==> src/rtl/uart_rx_fifo.sv <==
// uart_rx_fifo: first-word-fall-through receive buffer for UART bytes with framing flags, level, threshold irq and overrun.
// Inputs:  clk, rx_rst_n (async low), rx_done/rx_error/din from the receiver,
//          rd_en pop, fifo_clr flush, ovr_clr overrun clear, thr irq threshold (0 = off).
// Outputs: rd_data/rd_ferr head entry (0 when empty), count, empty, full, overrun, rx_irq.
module uart_rx_fifo #(
  parameter int DATAWIDTH = 8,
  parameter int DEPTH = 16,
  localparam int AW = $clog2(DEPTH)
) (
  input  logic                 clk,
  input  logic                 rx_rst_n,
  input  logic                 rx_done,
  input  logic                 rx_error,
  input  logic [DATAWIDTH-1:0] din,
  input  logic                 rd_en,
  input  logic                 fifo_clr,
  input  logic                 ovr_clr,
  input  logic [AW:0]          thr,
  output logic [DATAWIDTH-1:0] rd_data,
  output logic                 rd_ferr,
  output logic [AW:0]          count,
  output logic                 empty,
  output logic                 full,
  output logic                 overrun,
  output logic                 rx_irq
);
  logic [DATAWIDTH:0] mem_q [DEPTH];
  logic [DATAWIDTH:0] head;
  logic [AW-1:0] wp_q, wp_d, rp_q, rp_d;
  logic [AW:0] count_q, count_d;
  logic overrun_q, overrun_d;
  logic wr, rd;
  always_comb begin
    empty = count_q == '0;
    full = count_q == (AW+1)'(DEPTH);
    // a full FIFO still accepts a byte when the head is popped in the same cycle
    wr = rx_done && (!full || rd_en) && !fifo_clr;
    rd = rd_en && !empty && !fifo_clr;
    wp_d = fifo_clr ? '0 : wp_q + AW'(wr);
    rp_d = fifo_clr ? '0 : rp_q + AW'(rd);
    count_d = fifo_clr ? '0 : count_q + (AW+1)'(wr) - (AW+1)'(rd);
    overrun_d = fifo_clr ? 1'b0 : (rx_done && full && !rd_en) ? 1'b1 : ovr_clr ? 1'b0 : overrun_q;
    head = mem_q[rp_q];
    rd_data = empty ? '0 : head[DATAWIDTH-1:0];
    rd_ferr = empty ? 1'b0 : head[DATAWIDTH];
    count = count_q;
    overrun = overrun_q;
    rx_irq = thr != '0 && count_q >= thr;
  end
  always_ff @(posedge clk) if (wr) mem_q[wp_q] <= {rx_error, din};
  always_ff @(posedge clk or negedge rx_rst_n)
    if (!rx_rst_n) begin
      wp_q <= '0;
      rp_q <= '0;
      count_q <= '0;
      overrun_q <= 1'b0;
    end else begin
      wp_q <= wp_d;
      rp_q <= rp_d;
      count_q <= count_d;
      overrun_q <= overrun_d;
    end
endmodule
==> config.mk <==
export PLATFORM = sky130hd
export DESIGN_NAME = uart_rx_fifo
export DESIGN_NICKNAME = d
export VERILOG_FILES = /design/src/rtl/uart_rx_fifo.sv
export SDC_FILE = /design/constraint.sdc
export NUM_CORES = 1
export LEC_CHECK = 0
export BUFFER_PORTS_ARGS = -buffer_cell sky130_fd_sc_hd__buf_2
export CORE_ASPECT_RATIO = 1.75
export CORE_MARGIN = 3
export CORE_UTILIZATION = 50
export DETAILED_ROUTE_END_ITERATION = 8
export PLACE_DENSITY = 0.75
export SETUP_SLACK_MARGIN = 0.5
export SYNTH_ARGS = -nofsm -noshare
export SYNTH_HDL_FRONTEND = slang
export SYNTH_SLANG_ARGS = --single-unit
==> constraint.sdc <==
create_clock -name clk -period 3.2 [get_ports clk]
set_clock_uncertainty 0.1 [all_clocks]
set_input_delay 0.32 -clock clk [delete_from_list [all_inputs] [get_ports clk]]
set_output_delay 0.32 -clock clk [all_outputs]
set_load 0.01 [all_outputs]
# Word level (Yosys, flattened, before mapping)

Memories as Yosys holds them, arrays and structs flattened.
Cells that the tools add are included.

Add/subtract/negate cells: 4
Magnitude comparators: 1
Eq/ne operators: 1
Multiplexer cells: 10
Reduce and logical (&&, ||, !) cells: 15

Operators with widths:

| operator                                   | number |
|---|---|
| adder 4 x 1 -> 4 bit                       | 2 |
| two-way mux 4 bit                          | 2 |
| two-way mux 8 bit                          | 1 |
| logical AND 1 bit                          | 7 |
| two-way mux 1 bit                          | 6 |
| adder 5 x 1 -> 5 bit                       | 1 |
| equality test 5 bit, second input constant | 1 |
| >= comparator 5 bit                        | 1 |
| logical NOT 5 bit                          | 1 |
| two-way mux 5 bit                          | 1 |
| nonzero test 5 bit                         | 1 |
| subtractor 5 x 1 -> 5 bit                  | 1 |
| logical NOT 1 bit                          | 4 |
| nonzero test 3 bit                         | 1 |
| logical OR 1 bit                           | 1 |

Bits in registers: 14
Memory bits (writable): 144
Input port bits: 20
Output and inout port bits: 18
Word-level logic and storage cells: 36
Memories kept: 1

Memory list:

| memory | words | width | read ports | clocked after memory_dff | write ports | RTL line | RTL |
|---|---|---|---|---|---|---|---|
| mem_q  | 16    | 9     | 1          | 0                        | 1           | 27       | `logic [DATAWIDTH:0] mem_q [DEPTH];` |

# Logic depth before layout (Yosys ltp)

Gate-level depths: netlist (run 1).

Depth in word-level cells: 8
Gate-level depth with buffers: 16
Depth with buffers taken out: 14

# Worst setup path after synthesis (run 1)

Ideal clock, no wire load.

Path type: register -> register
Start: reg count_q[3], in the netlist count[3]
End: reg count_q[4], in the netlist count[4]
Setup time: 0.135 ns
Arrival time: 2.968 ns
Required time: 2.965 ns
Setup slack: -0.003 ns
Stages on the path, launching flop included: 17
Buffers on the path: 2
Clock period less this slack: 3.203 ns
Cells stage by stage: dfrtp_1 > inv_1 > ha_1 > nor4bb_1 > nor2b_1 > or3b_1 > buf_6 > buf_6 > ha_1 > inv_1 > ha_1 > inv_1 > fa_1 > nor2b_1 > o21bai_1 > a21oi_1 > nor3b_1

Cells in the longest elaborated chain, start to end: 8
Elaborated cells between the ends (all ways): 12
Those cells by class: add/sub (2); eq/ne (1); mux (1); reduce/logical (8)

Ends and longest elaborated chain:

| item                           | RTL line | RTL |
|---|---|---|
| start, declared                | 30       | `logic [AW:0] count_q, count_d;` |
| start signal, assigned         | 60       | `count_q <= count_d;` |
| equality test 5 bit            | 35       | `full = count_q == (AW+1)'(DEPTH);` |
| via full                       | 23       | `output logic full,` |
| logical NOT 1 bit              | 37       | `wr = rx_done && (!full \|\| rd_en) && !fifo_clr;` |
| logical OR 1 bit               | 37       |  |
| logical AND 1 bit (2 in a row) | 37       |  |
| adder 5 x 1 -> 5 bit           | 41       | `count_d = fifo_clr ? '0 : count_q + (AW+1)'(wr) - (AW+1)'(rd);` |
| subtractor 5 x 1 -> 5 bit      | 41       |  |
| two-way mux 5 bit              | 41       |  |
| via count_d[4]                 | 30       |  |

The timed path passes the listed nets, and every way through them passes these cells.
A chain may end at the register's enable or synchronous reset.

# Worst setup path after layout (run 1)

Start: reg count_q[3], in the netlist count[3]
End: reg count_q[4], in the netlist count[4]

Cells in the longest elaborated chain, start to end: 8
Elaborated cells between the ends (all ways): 12
Those cells by class: add/sub (2); eq/ne (1); mux (1); reduce/logical (8)

Ends and longest elaborated chain:

| item                           | RTL line |
|---|---|
| equality test 5 bit            | 35 |
| logical NOT 1 bit              | 37 |
| logical OR 1 bit               | 37 |
| logical AND 1 bit (2 in a row) | 37 |
| adder 5 x 1 -> 5 bit           | 41 |
| subtractor 5 x 1 -> 5 bit *    | 41 |
| two-way mux 5 bit *            | 41 |
| via count_d[4]                 | 30 |

Mark *: on every way through the listed nets, which the timed path passes. The rest lies on a longest branch.

==> metrics, run 1 <==
Slowest cell on crit path or3b_4; die height 158 µm; sequential share of the synthesized area 0.712; WL/cell approximately 21 µm; antenna violations before repair 0; Worst Max-Slew Pin Slew between 0.9 and 1 ns; Mean Syn Cell Area approximately 19 µm²; power per cell area 659 nW/µm²; Final ANT Viol Nets 0; setup_tns 0 ns; Seq. cell area 4680 µm²; vias in the first global route around 3.5k; die width between 90 and 100 µm; Final #Nets 453; Max IR drop VDD ~0.00058 V; post-layout worst setup margin about 0.46 ns; status finished, final reports clean; GPL Wtd Cong roughly 0.78; Critical Path, Cell by Cell inv_1 > ha_2 > nor4bb_4 > nor2b_4 > or3b_4 > ha_4 > inv_2 > ha_4 > inv_2 > fa_2 > nor2b_2 > o21bai_1 > a21oi_1 > nor3b_2; Slowest Stage Delay on Critical Path around 0.38 ns; PortBufs 37; DIE AREA 14600 µm²; Max Slew Vio Count 0; global-route wire length before repair 19700 µm; Post-Syn Nets 380; Yosys reg bits 158; largest net degree at the start of global routing 28; hold endpoint overrun; critical path class register to register; gr usage total 0.185; drt total wl around 12000 µm; synth top area cells edfxtp_1 (66%), mux4_2 (12%), dfrtp_1 (5.3%), ha_1 (2.9%), a211oi_1 (2.1%); area of the multi-input gates approximately 1900 µm²; Leak Pwr 2.68 nW; unrepaired setup endpoints after global routing yes; leading area contributor after synthesis edfxtp_1; Row Count 54; Detailed Routing Iterations Pass 1 4; Post-DP HPWL about 8200 µm; detailed-route via count approximately 3.4k; R2R depth 14; final hold vios 0; clk_lat worst skew about 0.41 ns; yosys warns 0; IO Count 38; max cap viols 0; WP data required 3.39 ns; minimum clock period 2.74 ns; Slew HR 0.363; share of flip-flops with an asynchronous set or reset 0.0886; Worst Path Max Fanout 2; Worst-path clk slew about 0.060 ns; Sink Count around 160; # setup viols final 0; Hold Path Stages 3; dpl ws 0.280 ns; internal cell power around 3.8 mW; Switching Share 0.267; Combinational Power Share 0.190; post-route clock period utilization 0.855; remaining global-route overflow 0; Syn-to-layout area delta 20.1%; top-count cell post-synth edfxtp_1; Filler Cell Count between 800 and 900; RR Endpoint count[4]; Worst setup SP type register; Post-synth EDFFs between 100 and 150; Design Power ~5.2 mW; Initial Util 0.520; total CTS buffers 17; H-tree level count 4; core area around 13000 µm²; Cell Area, Placed just over 7000 µm²; Crit. End Element register; netlist area before placement about 6600 µm²; Clk pwr share 0.355; Switch Pwr 1.39 mW; Reg2Reg Launch Point count[3]; post-route design area 7890 µm²; CTS tree built; layout cells sized above 1 0.395; CTS root buf clkbuf_16; Yosys cell types 35; sequential power share 0.455; reg2reg setup slack ~0.46 ns; commonest cells in the netlist edfxtp_1 (144), mux4_2 (36), a211oi_1 (18), nor2b_1 (18), ha_1 (15); Post-Synthesis Cells around 340; Vias/cell 5.66; CTS Buffer Depth 2; area share of the largest cell type after synthesis 0.658; diodes inserted 0; Critical Path AT approximately 2.9 ns; HP Start rx_done; drc violations 0; First DRT Iteration DRCs around 260; Tightest Hold Check Type input port to register; FMAX about 370 MHz; Synth Flop Type edfxtp_1
## what timing repair did
item | 4_1_cts | 5_1_grt
hold buffers | 1 | 0
gates resized for setup | 14 | 6
setup endpoints to repair | 11 | 10
pin swaps | 4 | 5
cloned | 1 | 0
buffers inserted | 4 | 6
endpoints found under the hold margin | 14 | 0
## worst max path at each step
stage / startpoint / end / cells after the start
after global routing: count[3] / count[4] / 14
after CTS: count[2] / count[4] / 13
after floorplan: count[3] / count[4] / 16
final: count[3] / count[4] / 14
after global placement: count[3] / count[4] / 14
after detailed placement: count[3] / count[4] / 14
## power groups by stage
stage / clock, mW / combinational, mW / sequential (mW)
after floorplan: 0 / 0.609 / 2.40
after global placement: 0 / 0.880 / 2.42
after detailed placement: 0 / 0.896 / 2.43
after CTS: 1.88 / 0.993 / 2.36
after global routing: 1.98 / 1.10 / 2.37
final: 1.85 / 0.988 / 2.36
## per-layer routing
layer	vias to the layer above	part of all wire	GRT usage	routed length, µm
li1	1529	-	-	-
met1	1739	0.39	0.216	4820
met2	87	0.55	0.319	6810
met3	27	0.035	0.0456	440
met4	0	0.033	0.0929	418
met5	-	0	0	0
## worst max-delay path, delay by kind of cell, from the launching register on
family                     cells  cell delay (ns)
adders and majority gates      4             0.87
and+or+nand+nor                5             0.86
DFF                            1             0.36
AOI/OAI and AO/OA              2             0.26
buffers and inverters          3             0.17
## sequential cells by signal, summed over array words and instances, names as in the netlist
| name | flops |
|---|---|
| mem_q | 144 |
| rp_q | 4 |
| wp_q | 4 |
| count | 5 |
| overrun | 1 |
## cell usage in the layout, fill, tap and decap left out, drive strengths merged
master       instances
dfrtp               14
inv                 20
edfxtp             144
clkbuf              18
a211oi              18
clkinvlp             1
o211ai               1
nor4                 6
mux4                36
ha                  15
nand2b               5
a211o                1
nor2                 9
nor2b               18
nor3b                2
fa                   1
buf                 71
a21oi                4
bufbuf               1
clkinv               6
nand3                3
mux2i                9
a21o                 1
xnor2                3
nor4bb               1
dlygate4sd3          1
o22ai                1
or3b                 1
or4                  2
nand2                2
nor4b                1
o21bai               1
xor2                 3
nor3                10
## logic make-up (layout without fill, tap and decap cells)
group	Yosys count	count (layout)	share of synthesized area
and+or+nand+nor	60	60	0.0526
adders and majority gates	16	16	0.0316
DFF	158	158	0.712
buffers and inverters	32	118	0.0295
AOI/OAI and AO/OA	27	27	0.0293
xor gates and xnor gates	6	6	0.00800
muxes	45	45	0.137
## final cells by class
cell class | count | area share
Tap cell | 168 | 0.0266
Clock buffer | 18 | 0.0544
Multi-Input combinational cell | 154 | 0.235
Timing Repair Buffer | 73 | 0.0685
Clock inverter | 14 | 0.0159
Inverter | 13 | 0.00619
Sequential cell | 158 | 0.593
## through the flow
| step | hold WS, ns | std cells | util |
|---|---|---|---|
| CTS | 0.0905 | 592 | 0.619 |
| finish | 0.0883 | 598 | 0.624 |
| detailed placement | 0.134 | 554 | 0.564 |
| global route | 0.113 | 598 | 0.624 |
| floorplan | -0.0756 | 344 | - |
| global placement | 0.129 | 554 | 0.564 |
Note: power is estimated with default switching activity, not from simulation.
==> inputs of run 2 (changes only) <==
Settings changed: CORE_UTILIZATION 50 to 54, PLACE_DENSITY 0.75 to 0.8, RECOVER_POWER set to 100.
==> run 2 against run 1 <==
Flip-flop and latch count unchanged. Final cell count down 4.7%. Non-clock buffer count up 6. First-iteration DRC count down 18%. Register-to-register slack worse by 0.10 ns. Hold slack better by 0.0093 ns. Via count up 3.3%. Global-route usage up 2.5 points. Critical path depth down 8. Setup slack worse by 0.15 ns.
==> metrics, run 2 (synthesized netlist as in run 1, its figures left out) <==
Vias/cell 6.13 (+8.4%); Sink Count 158 (unchanged); PortBufs 37 (unchanged); Buf/Inv on CP 2 (-1); Max IR drop VDD 0.000518 V (-10%); Top reg by flops mem_q; Row Count 52 (-3.7%); total CTS buffers 17 (unchanged); most frequent cells in the layout edfxtp_1 (144), mux4_2 (36), clkbuf_1 (24), clkbuf_16 (19), buf_2 (18); Syn-to-layout area delta 20.3%; Leak Pwr 2.68 nW (-0.22%); Clk pwr share 0.377 (+0.022); die width 89.4 µm (-3.5%); gr usage total 0.210 (+0.0249); Switching Share 0.259 (-0.00867); H-tree level count 4 (unchanged); Post-DP HPWL 8540 µm (+4.4%); Worst-path clk slew 0.06 ns (about the same); sequential power share 0.434 (-0.021); drc violations 0 (unchanged); Combinational Power Share 0.188 (-0.002); setup_tns 0 ns (unchanged); Slowest cell on crit path dfrtp_1; Filler Cell Count 786 (-9.2%); final non-filler cell total 570 (-4.7%); status finished, final reports clean; post-layout worst setup margin 0.310 ns (-0.154 ns); Final ANT Viol Nets 0 (unchanged); DIE AREA 13600 µm² (-7.0%); remaining global-route overflow 0 (unchanged); most common cell after layout, fill and taps aside edfxtp_1; die height 152 µm (-3.6%); Detailed Routing Iterations Pass 1 5 (+1); diodes inserted 0 (unchanged); detailed-route via count 3494 (+3.3%); CTS Buffer Depth 2 (unchanged); Initial Util 0.561 (+0.0410); Worst Max-Slew Pin Slew 1.05 ns (+0.0918 ns); core area 11700 µm² (-7.3%); largest net degree at the start of global routing 36 (+29%); final hold vios 0 (unchanged); area of the multi-input gates 1860 µm² (+0.27%); vias in the first global route 3752 (+5.8%); Worst setup SP type register; antenna violations before repair 0 (unchanged); internal cell power 4.03 mW (+5.9%); post-route clock period utilization 0.903 (+0.0482); WL/cell 23.5 µm (+12%); FMAX 346 MHz (-5.3%); Largest register FFs 144 (unchanged); drt total wl 13400 µm (+7.2%); Switch Pwr 1.41 mW (+1.3%); layout cells sized above 1 0.345 (-0.0505); dpl ws 0.271 ns (-0.00970 ns); First DRT Iteration DRCs 216 (-18%); GPL Wtd Cong 0.800 (+2.4%); CP top delay family flip-flops; WP data required 2.78 ns (-0.61 ns); global-route wire length before repair 20500 µm (+4.0%); # setup viols final 0 (unchanged); power per cell area 689 nW/µm² (+4.5%); reg2reg setup slack 0.36 ns (-0.10 ns); Seq. cell area 4670 µm² (-0.11%); placed cells 522 (-5.8%); minimum clock period 2.89 ns (+0.154 ns); CTS root buf clkbuf_16; IO Count 38 (unchanged); post-route design area 7900 µm² (+0.21%); max cap viols 0 (unchanged); Max Slew Vio Count 0 (unchanged); Final #Nets 459 (+1.3%); critical path class register to output pin; unrepaired setup endpoints after global routing yes; Critical path origin rp_q[1]; Crit. End Element output pin; HP Start rx_done; CTS tree built; Critical Path, Cell by Cell buf_6 > mux4_2 > nor2b_4 > a211oi_1 > a211oi_2 > buf_2; Slew HR 0.302 (-0.0612); Slowest Stage Delay on Critical Path 0.58 ns (+0.20 ns); Tightest Hold Check Type input port to register; clk_lat worst skew 0.41 ns (about the same); Reg2Reg Launch Point count[3]; Critical Path AT 2.47 ns (-0.46 ns); Worst Path Max Fanout 6 (+4); Cell Area, Placed 7090 µm² (-0.49%)
## run 2: worst paths after layout
| check | end | cells after the start |
|---|---|---|
| min reg2reg | rp_q[2] | 2 |
| max | rd_data[3] | 6 |
| max in group asynchronous | wp_q[0] | 2 |
| min | overrun | 3 |
| min in group asynchronous | count[3] | 2 |
| max reg2reg | count[4] | 13 |
## run 2: area by class of cell
class                      count  share of cell area
multi-input combinational    154               0.235
inverter                      13             0.00617
tap                          135              0.0214
timing repair buffer          79              0.0687
clock buffer                  17              0.0538
sequential                   158               0.591
clock inverter                14              0.0233
## run 2: per-layer routing
metal / share of wire / global-route usage
met2: 0.58 / 0.376
met1: 0.36 / 0.237
met5: 0 / 0
met4: 0.030 / 0.0795
met3: 0.036 / 0.0455
## run 2: worst register-to-register path, cell delays in order (launching register included)
cell,delay (ns)
dfrtp_1,0.35
inv_1,0.07
ha_1,0.21
nor4b_1,0.17
nor3b_1,0.53
ha_4,0.30
inv_2,0.06
ha_4,0.13
inv_2,0.03
fa_2,0.33
nor2b_2,0.14
o21bai_1,0.09
a21oi_1,0.16
nor3b_2,0.06
## run 2: metrics by stage
| stage | power, mW | hold WS, ns | utilization |
|---|---|---|---|
| 4_1_cts | 5.45 | 0.0860 | 0.673 |
| 2_1_floorplan | 3.01 | -0.0756 | - |
| 3_5_place_dp | 3.34 | 0.131 | 0.605 |
| 6_report | 5.44 | 0.0975 | 0.675 |
| 3_3_place_gp | 3.31 | 0.128 | 0.605 |
| 5_1_grt | 5.68 | 0.104 | 0.675 |
## run 2: repair_timing
action,in CTS,in global routing
hold buffers,1,0
pin swaps,7,15
endpoints found under the hold margin,14,0
gates cloned,1,2
endpoints found under the setup margin,11,10
resized for setup,16,18
setup buffers,10,3
## run 2: power by group through the flow
stage          registers (mW)  logic [mW]  clock network, mW
2_1_floorplan            2.40       0.609                  0
3_3_place_gp             2.41       0.900                  0
3_5_place_dp             2.41       0.924                  0
4_1_cts                  2.36        1.02               2.07
5_1_grt                  2.37        1.13               2.17
6_report                 2.36        1.03               2.05
==> inputs of run 3 (changes only) <==
Settings changed: ABC_AREA set to 1, CORE_UTILIZATION 54 to 55, CTS_BUF_LIST set to sky130_fd_sc_hd__clkbuf_4 sky130_fd_sc_hd__clkbuf_8 sky130_fd_sc_hd__clkbuf_16, PLACE_DENSITY 0.8 to 0.81, SKIP_LAST_GASP set to 1.
==> run 3 against run 2 <==
First-iteration DRC count grew to 2.5 times the previous value. Highest routed layer unchanged. Largest power group unchanged. Global-route usage grew 3.1 points. Utilization shrank 3.6 points. Final area shrank 1.9%. Critical path depth grew 2. Setup slack gained 0.11 ns.
==> metrics, run 3 <==
Leak Pwr 2.99 nW (+12%); core area 12100 µm² (+3.6%); First DRT Iteration DRCs 542 (+150%); Filler Cell Count 875 (+11%); Design Power 5.47 mW (+0.52%); total CTS buffers 17 (unchanged); clk_lat worst skew 0.42 ns (about the same); most frequent cells in the layout nand2_1 (208), edfxtp_1 (144), nand3_1 (97), nor2_1 (34), clkbuf_1 (26); leading area contributor after synthesis edfxtp_1; CTS root buf clkbuf_16; post-route clock period utilization 0.867 (-0.0359); PortBufs 37 (unchanged); diodes inserted 0 (unchanged); Worst Max-Slew Pin Slew 0.956 ns (-0.0912 ns); yosys warns 0 (unchanged); detailed-route via count 4798 (+37%); commonest cells in the netlist nand2_1 (208), edfxtp_1 (144), nand3_1 (97); WP data required 2.78 ns (about the same); Worst Path Max Fanout 19 (+13); power per cell area 706 nW/µm² (+2.5%); most common cell after layout, fill and taps aside nand2_1; post-route design area 7750 µm² (-1.9%); Worst setup SP type register; global-route wire length before repair 25400 µm (+24%); Final ANT Viol Nets 0 (unchanged); top-count cell post-synth nand2_1; gr usage total 0.241 (+0.0309); Tightest Hold Check Type input port to register; final hold vios 0 (unchanged); FMAX 360 MHz (+4.1%); die width 90.5 µm (+1.2%); Post-synth EDFFs 144 (unchanged); fin util 0.639 (-0.0362); GPL Wtd Cong 0.877 (+9.6%); Yosys reg bits 158 (unchanged); Row Count 53 (+1.9%); Vias/cell 5.73 (-6.6%); WL/cell 19.3 µm (-18%); # setup viols final 0 (unchanged); CTS tree built; vias in the first global route 4801 (+28%); share of flip-flops with an asynchronous set or reset 0.0886 (unchanged); setup_tns 0 ns (unchanged); Syn-to-layout area delta 12.9%; Final #Nets 696 (+52%); synth top area cells edfxtp_1 (63%), nand2_1 (11%), nand3_1 (7.1%), dfrtp_1 (5.1%), ha_1 (2.7%); netlist area before placement 6870 µm² (+4.6%); Largest register FFs 144 (unchanged); CTS Buffer Depth 2 (unchanged); largest net degree at the start of global routing 73 (+100%); H-tree level count 4 (unchanged); layout cells sized above 1 0.101 (-0.244); post-layout worst setup margin 0.424 ns (+0.115 ns); drt total wl 16200 µm (+21%); Max Slew Vio Count 0 (unchanged); antenna violations before repair 0 (unchanged); Cell Area, Placed 7120 µm² (+0.41%); reg2reg setup slack 0.44 ns (+0.08 ns); minimum clock period 2.78 ns (-0.115 ns); unrepaired setup endpoints after global routing yes; Synth Flop Type edfxtp_1; Post-Syn Nets 652 (+72%); Critical Path AT 2.36 ns (-0.11 ns); critical path class register to output pin; Yosys cell types 24 (-31%); Worst-path clk slew 0.06 ns (about the same); Post-Synthesis Cells 616 (+79%); Max IR drop VDD 0.000509 V (-1.8%); Top reg by flops mem_q; Slew HR 0.363 (+0.0608); max cap viols 0 (unchanged); sequential share of the synthesized area 0.681 (-0.0310); remaining global-route overflow 0 (unchanged); Sink Count 158 (unchanged); Mean Syn Cell Area 11.1 µm² (-42%); Detailed Routing Iterations Pass 1 5 (unchanged); Initial Util 0.566 (+0.00504); Post-DP HPWL 10400 µm (+22%); Crit. End Element output pin; DIE AREA 13900 µm² (+2.5%); area share of the largest cell type after synthesis 0.630 (-0.0287); IO Count 38 (unchanged); drc violations 0 (unchanged); status finished, final reports clean; dpl ws 0.463 ns (+0.192 ns); die height 154 µm (+1.3%)
[run 3: final timing paths]
kind,startpoint,endpoint,cells after the start
worst max register to register,count[3],count[4],17
min in group asynchronous,rx_rst_n,count[1],2
worst min register to register,overrun,overrun,2
max in group asynchronous,rx_rst_n,rp_q[0],2
worst min-delay path,fifo_clr,rp_q[0],2
worst max-delay path,rp_q[2],rd_data[7],8
[run 3: layout make-up]
type | instances | area (µm²) | share of cell area
clock inverters | 15 | 146 | 0.0189
repair buffers | 53 | 274 | 0.0354
clock buffers | 17 | 425 | 0.0549
multi-input cells | 398 | 1870 | 0.241
flip-flops and latches | 158 | 4680 | 0.604
inverters | 32 | 149 | 0.0192
well taps | 165 | 206 | 0.0266
[run 3: through the flow]
| step | hold WS [ns] | cells |
|---|---|---|
| floorplan | -0.0756 | 616 |
| global placement | 0.131 | 799 |
| detailed placement | 0.135 | 799 |
| CTS | 0.0722 | 834 |
| global route | 0.0861 | 838 |
| finish | 0.0865 | 838 |
[run 3: timing repair]
action / 4_1_cts / 5_1_grt
endpoints found under the setup margin: 9 / 8
resized for setup: 6 / 15
hold buffers: 1 / 0
gates cloned: 0 / 0
pin swaps: 0 / 5
hold endpoints to repair: 14 / 0
setup buffers: 2 / 4
[run 3: logic make-up (layout without fill, tap and decap cells)]
family          count (synthesis)  after routing  share of synthesized area
compound gates                 32             32                     0.0235
buf+inv                        60            117                     0.0507
flops                         158            158                      0.681
fa+ha+maj                      16             16                     0.0302
simple gates                  348            348                      0.212
xor+xnor                        2              2                    0.00255
[run 3: critical path, cell delays in order, from the launching register on]
cell	delay, ns
dfrtp_1	0.36
buf_4	0.26
inv_2	0.21
nor2_1	0.42
a21oi_1	0.15
nand3_1	0.15
nand2_1	0.09
nor2_1	0.15
buf_2	0.16
[run 3: per-layer routing]
metal	routed length [µm]	GRT usage	up-vias	share of wire
met5	0	0	-	0
met4	987	0.138	0	0.061
li1	-	-	2194	-
met3	1110	0.0524	69	0.069
met1	5750	0.278	2267	0.36
met2	8350	0.413	268	0.52
[run 3: power by group]
part / total, mW / switching [mW] / internal [mW]
logic: 1.17 / 0.784 / 0.384
clock network: 1.94 / 0.800 / 1.14
registers: 2.36 / 0.0578 / 2.30
total: 5.47 / 1.64 / 3.83
